### src/rtl/pipe_stage.sv
// Pipeline stage register with valid/ready handshake, optional 2-entry skid buffer,
// synchronous flush, hazard hold and a saturating stall counter.
module pipe_stage #(
    parameter int unsigned WIDTH = 32,
    parameter int unsigned SKID  = 1,
    parameter int unsigned CNT_W = 16
) (
    input  logic             i_clk,
    input  logic             i_rst_n,
    input  logic             i_vld,
    output logic             o_rdy,
    input  logic [WIDTH-1:0] i_data,
    output logic             o_vld,
    input  logic             i_rdy,
    output logic [WIDTH-1:0] o_data,
    input  logic             i_hold,
    input  logic             i_flush,
    input  logic             i_clr_cnt,
    output logic [1:0]       o_occ,
    output logic [CNT_W-1:0] o_stall_cnt
);

    typedef enum logic [1:0] {
        ST_EMPTY = 2'd0,
        ST_FULL  = 2'd1,
        ST_SKID  = 2'd2
    } state_t;

    state_t           state_q, state_d;
    logic [WIDTH-1:0] main_q, skid_q;
    logic [CNT_W-1:0] cnt_q;
    logic             rdy_q;
    logic             eff_rdy, acc, drn, stall;
    logic             load_main_in, load_main_skid, load_skid;

    assign eff_rdy = i_rdy & ~i_hold;
    assign o_vld   = (state_q != ST_EMPTY);
    assign drn     = o_vld & eff_rdy;
    assign acc     = i_vld & o_rdy & ~i_flush;
    assign stall   = o_vld & ~eff_rdy & ~i_flush;

    // With a skid entry o_rdy comes straight from a flop; without it, it looks through to downstream.
    generate
        if (SKID != 0) begin : g_skid_rdy
            assign o_rdy = rdy_q;
        end else begin : g_comb_rdy
            assign o_rdy = ~o_vld | eff_rdy;
        end
    endgenerate

    always_comb begin
        state_d        = state_q;
        load_main_in   = 1'b0;
        load_main_skid = 1'b0;
        load_skid      = 1'b0;
        if (i_flush) begin
            state_d = ST_EMPTY;
        end else begin
            case (state_q)
                ST_EMPTY: begin
                    if (acc) begin
                        state_d      = ST_FULL;
                        load_main_in = 1'b1;
                    end
                end
                ST_FULL: begin
                    if (acc && drn) begin
                        load_main_in = 1'b1;
                    end else if (acc) begin
                        state_d   = ST_SKID;
                        load_skid = 1'b1;
                    end else if (drn) begin
                        state_d = ST_EMPTY;
                    end
                end
                ST_SKID: begin
                    if (drn) begin
                        state_d        = ST_FULL;
                        load_main_skid = 1'b1;
                    end
                end
                default: state_d = ST_EMPTY;
            endcase
        end
    end

    always_comb begin
        case (state_q)
            ST_FULL: o_occ = 2'd1;
            ST_SKID: o_occ = 2'd2;
            default: o_occ = 2'd0;
        endcase
    end

    always_ff @(posedge i_clk or negedge i_rst_n) begin
        if (!i_rst_n) begin
            state_q <= ST_EMPTY;
            rdy_q   <= 1'b1;
        end else begin
            state_q <= state_d;
            rdy_q   <= (state_d != ST_SKID);
        end
    end

    always_ff @(posedge i_clk or negedge i_rst_n) begin
        if (!i_rst_n) begin
            main_q <= '0;
            skid_q <= '0;
        end else begin
            if (load_main_in) begin
                main_q <= i_data;
            end else if (load_main_skid) begin
                main_q <= skid_q;
            end
            if (load_skid) begin
                skid_q <= i_data;
            end
        end
    end

    always_ff @(posedge i_clk or negedge i_rst_n) begin
        if (!i_rst_n) begin
            cnt_q <= '0;
        end else if (i_clr_cnt) begin
            cnt_q <= '0;
        end else if (stall && (cnt_q != '1)) begin
            cnt_q <= cnt_q + 1'b1;
        end
    end

    assign o_data      = main_q;
    assign o_stall_cnt = cnt_q;

endmodule

### config.mk
export PLATFORM = sky130hd
export DESIGN_NAME = pipe_stage
export DESIGN_NICKNAME = d
export VERILOG_FILES = /design/src/rtl/pipe_stage.sv
export SDC_FILE = /design/constraint.sdc
export NUM_CORES = 1
export LEC_CHECK = 0
export ABC_AREA = 1
export CAP_MARGIN = 30
export CORE_MARGIN = 4
export CORE_UTILIZATION = 35
export CTS_BUF_LIST = sky130_fd_sc_hd__clkbuf_8
export DETAILED_ROUTE_END_ITERATION = 7
export GPL_ROUTABILITY_DRIVEN = 0
export GPL_TIMING_DRIVEN = 1
export PLACE_DENSITY = 0.59
export SYNTH_ARGS = -nofsm -noshare
export SYNTH_HDL_FRONTEND = slang
export SYNTH_SLANG_ARGS = --single-unit
### constraint.sdc
create_clock -name i_clk -period 2.6 [get_ports i_clk]
set_input_delay 0.52 -clock i_clk [delete_from_list [all_inputs] [get_ports i_clk]]
set_output_delay 0.52 -clock i_clk [all_outputs]
set_load 0.01 [all_outputs]
* Yosys cells after proc, flatten, opt, wreduce, memory -nomap -nowiden
Index checks and enable logic that the tools add are counted.
** Operators by class
- Multiplexer cells :: 22
- Reduce and logical (&&, ||, !) cells :: 6
- Bitwise gates (word level) :: 9
- $add $sub $neg :: 1
- Eq/ne operators :: 4
** Operator list (number)
- $mux W32 :: 2
- $mux W16 :: 2
- $add A16 B1 Y16 const B :: 1
- $ne A16 B16 Y1 const B :: 1
- $mux W2 :: 6
- $mux W1 :: 9
- $and A1 B1 Y1 :: 6
- $pmux W2 S3 :: 1
- $reduce_bool A2 Y1 :: 3
- $pmux W2 S2 :: 1
- $not A1 Y1 :: 3
- $eq A2 B1 Y1 const B :: 1
- $eq A2 B2 Y1 const B :: 1
- $logic_and A1 B1 Y1 :: 2
- $logic_not A2 Y1 :: 1
- $ne A2 B2 Y1 const B :: 1
- $pmux W1 S2 :: 1
** Storage, ports and cells
- Register bits after elaboration :: 83
- Input port bits :: 39
- Logic and storage cells :: 47

* Depth between registers and ports, before layout
- Word-level depth :: 9
- Gate-level depth with buffers :: 10
- Gate-level depth less buffers :: 9

* Worst setup path after synthesis
Ideal clock, no wire load.
- Path type :: input-to-reg
- Start :: input port i_hold
- End :: register main_q[10], in the netlist o_data[10]
- Path buffers :: 1
- Arrival :: 1.391 ns
- Slack :: 1.074 ns
- Setup time :: 0.135 ns
- Cell stages on the path :: 9
- Data required time :: 2.465 ns
- Cell sequence :: inv_1 > nand2_1 > nor2_1 > nand2_1 > nand2_1 > inv_2 > buf_2 > nand2_1 > o211ai_1
** Between the ends
- Word-level cells in the longest chain between the ends :: 8
- Elaborated cells between the ends (all ways) :: 12
- Classes of those cells :: mux: 7; bitwise: 3; reduce/logical: 2
** RTL lines
- start: declaration :: RTL line 16 : input logic i_hold,
- $not A1 Y1 (*) :: RTL line 36 : assign eff_rdy = i_rdy & ~i_hold;
- $and A1 B1 Y1 (*) :: RTL line 36
- $and A1 B1 Y1 (*) :: RTL line 38 : assign drn = o_vld & eff_rdy;
- $logic_and A1 B1 Y1 :: RTL line 67 : if (acc && drn) begin
- $mux W1 :: RTL line 67
- $pmux W1 S2 :: RTL line 59 : case (state_q)
- $mux W1 :: RTL line 56 : if (i_flush) begin
- $mux W32 / $reduce_bool A2 Y1 (equally long branches)
- end signal: assignment :: RTL line 111 : main_q <= i_data;
- end signal: assignment :: RTL line 113 : main_q <= skid_q;
- end: declaration :: RTL line 30 : logic [WIDTH-1:0] main_q, skid_q;
Mark *: on every way between the ends. The rest lies on a longest branch, timed or not.
A chain may end at the register's enable or synchronous reset.

* Final worst setup path
- Start :: register state_q[0]
- End :: output port o_occ[0]
** Between the ends
- Word-level cells in the longest chain between the ends :: 2
- Elaborated cells between the ends (all ways) :: 3
- Classes of those cells :: eq/ne: 2; mux: 1
** RTL lines
- start: declaration :: RTL line 29 : state_t state_q, state_d;
- start signal: assignment :: RTL line 100 : state_q <= state_d;
- $eq A2 B2 Y1 / $eq A2 B1 Y1 (equally long branches) :: RTL line 88 : case (state_q)
- $pmux W2 S2 (*) :: RTL line 88
- end: declaration :: RTL line 19 : output logic [1:0] o_occ,
Marks and branches as above.

==> out/metrics.csv <==
stage,metric,value,unit
routing,post-route ant nets,0,
cts,CTS Sinks,83,
synthesis,Synthesis Warnings,0,
timing,setup TNS,0,ns
power,peak supply drop,0.384,mV
final_layout,layout cell share with drive strength beyond 1,0.0826,
timing,Period minus WS final,2.05,ns
synthesis,"count leader, synth",nand2_1,
power,clock group share of total power,0.263,
critical_path,crit start category,register,
critical_path,delay of the slowest critical-path stage,0.57,ns
die,Core Area,10500,µm²
timing,Min Hold Slack,0.130,ns
critical_path,critical path peak fanout,4,
grt,global routing met3 resource utilization,0.0399,
power,Int Power,2340,µW
timing,clock skew,0.0152,ns
synthesis,Post-synth EDFFs,0,
critical_path,Worst Setup Path Type,reg2out,
timing,Pins Over Slew Limit,0,
die,die area,12600,µm²
die,die height,112,µm
routing,Avg WL per Cell,13.6,µm
critical_path,CP bufs+invs,2,
power,sequential share of power,0.509,
timing,post-route clock period utilization,0.790,
cts,CTS tree,yes,
critical_path,"CP delay by family, top",buffers and inverters,
routing,via count,3257,
grt,met2 Track Usage GR,0.239,
power,P_leak,0.00234,µW
placement,Final HPWL DP,6.28,mm
die,num ports,91,
grt,initial antenna violation count,0,
die,DIE WIDTH,112,µm
grt,GR Util All Layers,0.152,
cts,"CTS clk-pin slew, worst paths",0.09,ns
cts,post-CTS setup repair buffer count,0,
cts,clock buffer depth,2,
critical_path,crit path cell chain,inv_2 > nor2_1 > clkdlybuf4s50_1,
timing,unrepaired setup endpoints after global routing,no,
die,Starting Density,0.364,
power,power per cell area,661,nW/µm²
synthesis,Synth Register Bits,83,
cts,Post-CTS Hold Fix Bufs,0,
synthesis,post-synthesis cell area,3810,µm²
grt,vias in the first global route,3192,
flow_run,maxcap violations,0,
synthesis,"top cells by area, synth","dfrtp_1, nand2_1, o211ai_1",
synthesis,top post-synthesis cells by count,"nand2_1, dfrtp_1, inv_1, nor2_1, o211ai_1",
grt,first-pass GRT wire length,15.7,mm
critical_path,Worst EP required,2.08,ns
final_layout,# fillers,1027,
timing,Worst-Margin Slew,0.593,ns
placement,placed cells,665,
cts,worst skew pair latency,0.35,ns
synthesis,Mapped Cells,451,
synthesis,area share of the largest cell type after synthesis,0.538,
die,row cnt,37,
grt,largest net degree at the start of global routing,65,
routing,WL final,9.29,mm
routing,DR pass1 iterations,5,
power,Sw Share,0.296,
routing,Via density,4.78,
synthesis,Most used DFF post-synth,dfrtp_1,
critical_path,Setup crit end kind,output port,
timing,Peak Freq,487,MHz
cts,post-CTS sizing,0,
synthesis,share of flip-flops with an asynchronous set or reset,1.00,
power,P_sw,986,µW
synthesis,post-synth top area cell,dfrtp_1,
final_layout,final cell count without fillers,681,
synthesis,mean post-synth cell area,8.45,µm²
power,Comb power frac,0.228,
routing,initial drt markers,220,
final_layout,Nets,580,
routing,# DRC,0,
cts,clk root buf,clkbuf_8,
cts,htree depth,3,
synthesis,synthesized net count,491,
placement,input/output buffers,90,
grt,GR Util met1,0.210,
final_layout,# diodes,0,
synthesis,number of library cell types mapped by synthesis,24,
timing,slew margin rel.,0.604,
critical_path,Worst Path Arrival,1.53,ns
status,status,completed,
grt,GRT busiest layer,met2,
critical_path,Crit-path slowest cell,clkdlybuf4s50_1,
worst_hold_path,Hold Path Class,in2async,
final_layout,Area Overhead vs Synth,32.1,%
cts,Num CTS Buffers,9,
synthesis,post-synthesis sequential area ratio,0.545,
timing,Final Setup Violations,0,
timing,final hold violations,0,
grt,Overflow after GRT,0,
-- power by group through the flow --
stage | Clock [µW] | Sequential, µW | Combinational, µW
after global placement | 0 | 1710 | 749
after global routing | 985 | 1720 | 853
after CTS | 926 | 1690 | 775
after detailed placement | 0 | 1720 | 774
after floorplan | 0 | 1750 | 320
final | 876 | 1690 | 759
-- flip-flops by register name, indices dropped and copies added (netlist names) --
name	flops
state_q	2
skid_q	32
o_rdy	1
o_stall_cnt	16
o_data	32
-- per-stage QoR --
step	setup WS, ns	util	instance area (µm²)	total power, µW
floorplan	1.07	-	3810	2070
global placement	0.249	0.463	4850	2460
detailed placement	0.207	0.463	4850	2490
CTS	0.517	0.481	5040	3400
global route	0.397	0.481	5040	3560
finish	0.546	0.481	5040	3330
-- metal layers --
layer | up-vias | wire length, µm | part of all wire
li1 | 1637 | - | -
met2 | 80 | 4330 | 0.47
met1 | 1536 | 4380 | 0.47
met4 | 0 | 82 | 0.0088
met3 | 4 | 493 | 0.053
met5 | - | 0 | 0
-- logic make-up (layout without fill, tap and decap cells) --
| logic type | after synthesis | in the layout | share of synthesized area |
|---|---|---|---|
| and+or+nand+nor | 220 | 220 | 0.250 |
| DFF | 83 | 83 | 0.545 |
| xor gates and xnor gates | 3 | 3 | 0.00690 |
| adders and majority gates | 1 | 1 | 0.00328 |
| buffers and inverters | 74 | 168 | 0.0794 |
| AOI/OAI and AO/OA | 70 | 70 | 0.115 |
-- cell type report --
| cell class | count | area (µm²) | share of cell area |
|---|---|---|---|
| Inverter | 55 | 206 | 0.0410 |
| Clock buffer | 10 | 138 | 0.0273 |
| Multi-Input combinational cell | 294 | 1430 | 0.284 |
| Sequential cell | 83 | 2080 | 0.413 |
| Clock inverter | 6 | 50.0 | 0.00994 |
| Timing Repair Buffer | 97 | 963 | 0.191 |
| Tap cell | 136 | 170 | 0.0338 |
-- placed cells by master (no fill, tap or decap), types with 13 or more instances in the layout --
cell             netlist  routed
a21oi_1               22      22
nand4_1               14      14
nor2_1                41      41
inv_1                 51      51
dfrtp_1               82      82
clkdlybuf4s50_1        0      89
nand2_1              126     126
o21ai_0               13      13
o211ai_1              32      32
nand3_1               22      22
-- path summary, 6_finish.rpt --
path	from	cells after the start	endpoint	slack (ns)
min in group i_clk	skid_q[28]	2	skid_q[28]	0.49
hold reg to reg	skid_q[28]	2	skid_q[28]	0.49
setup / recovery	state_q[0]	3	o_occ[0]	0.55
hold / removal	i_rst_n	1	o_data[19]	0.13
max in group asynchronous	i_rst_n	2	skid_q[28]	1.83
setup reg to reg	o_stall_cnt[0]	9	o_stall_cnt[11]	0.84
(Power assumes the default switching activity.)
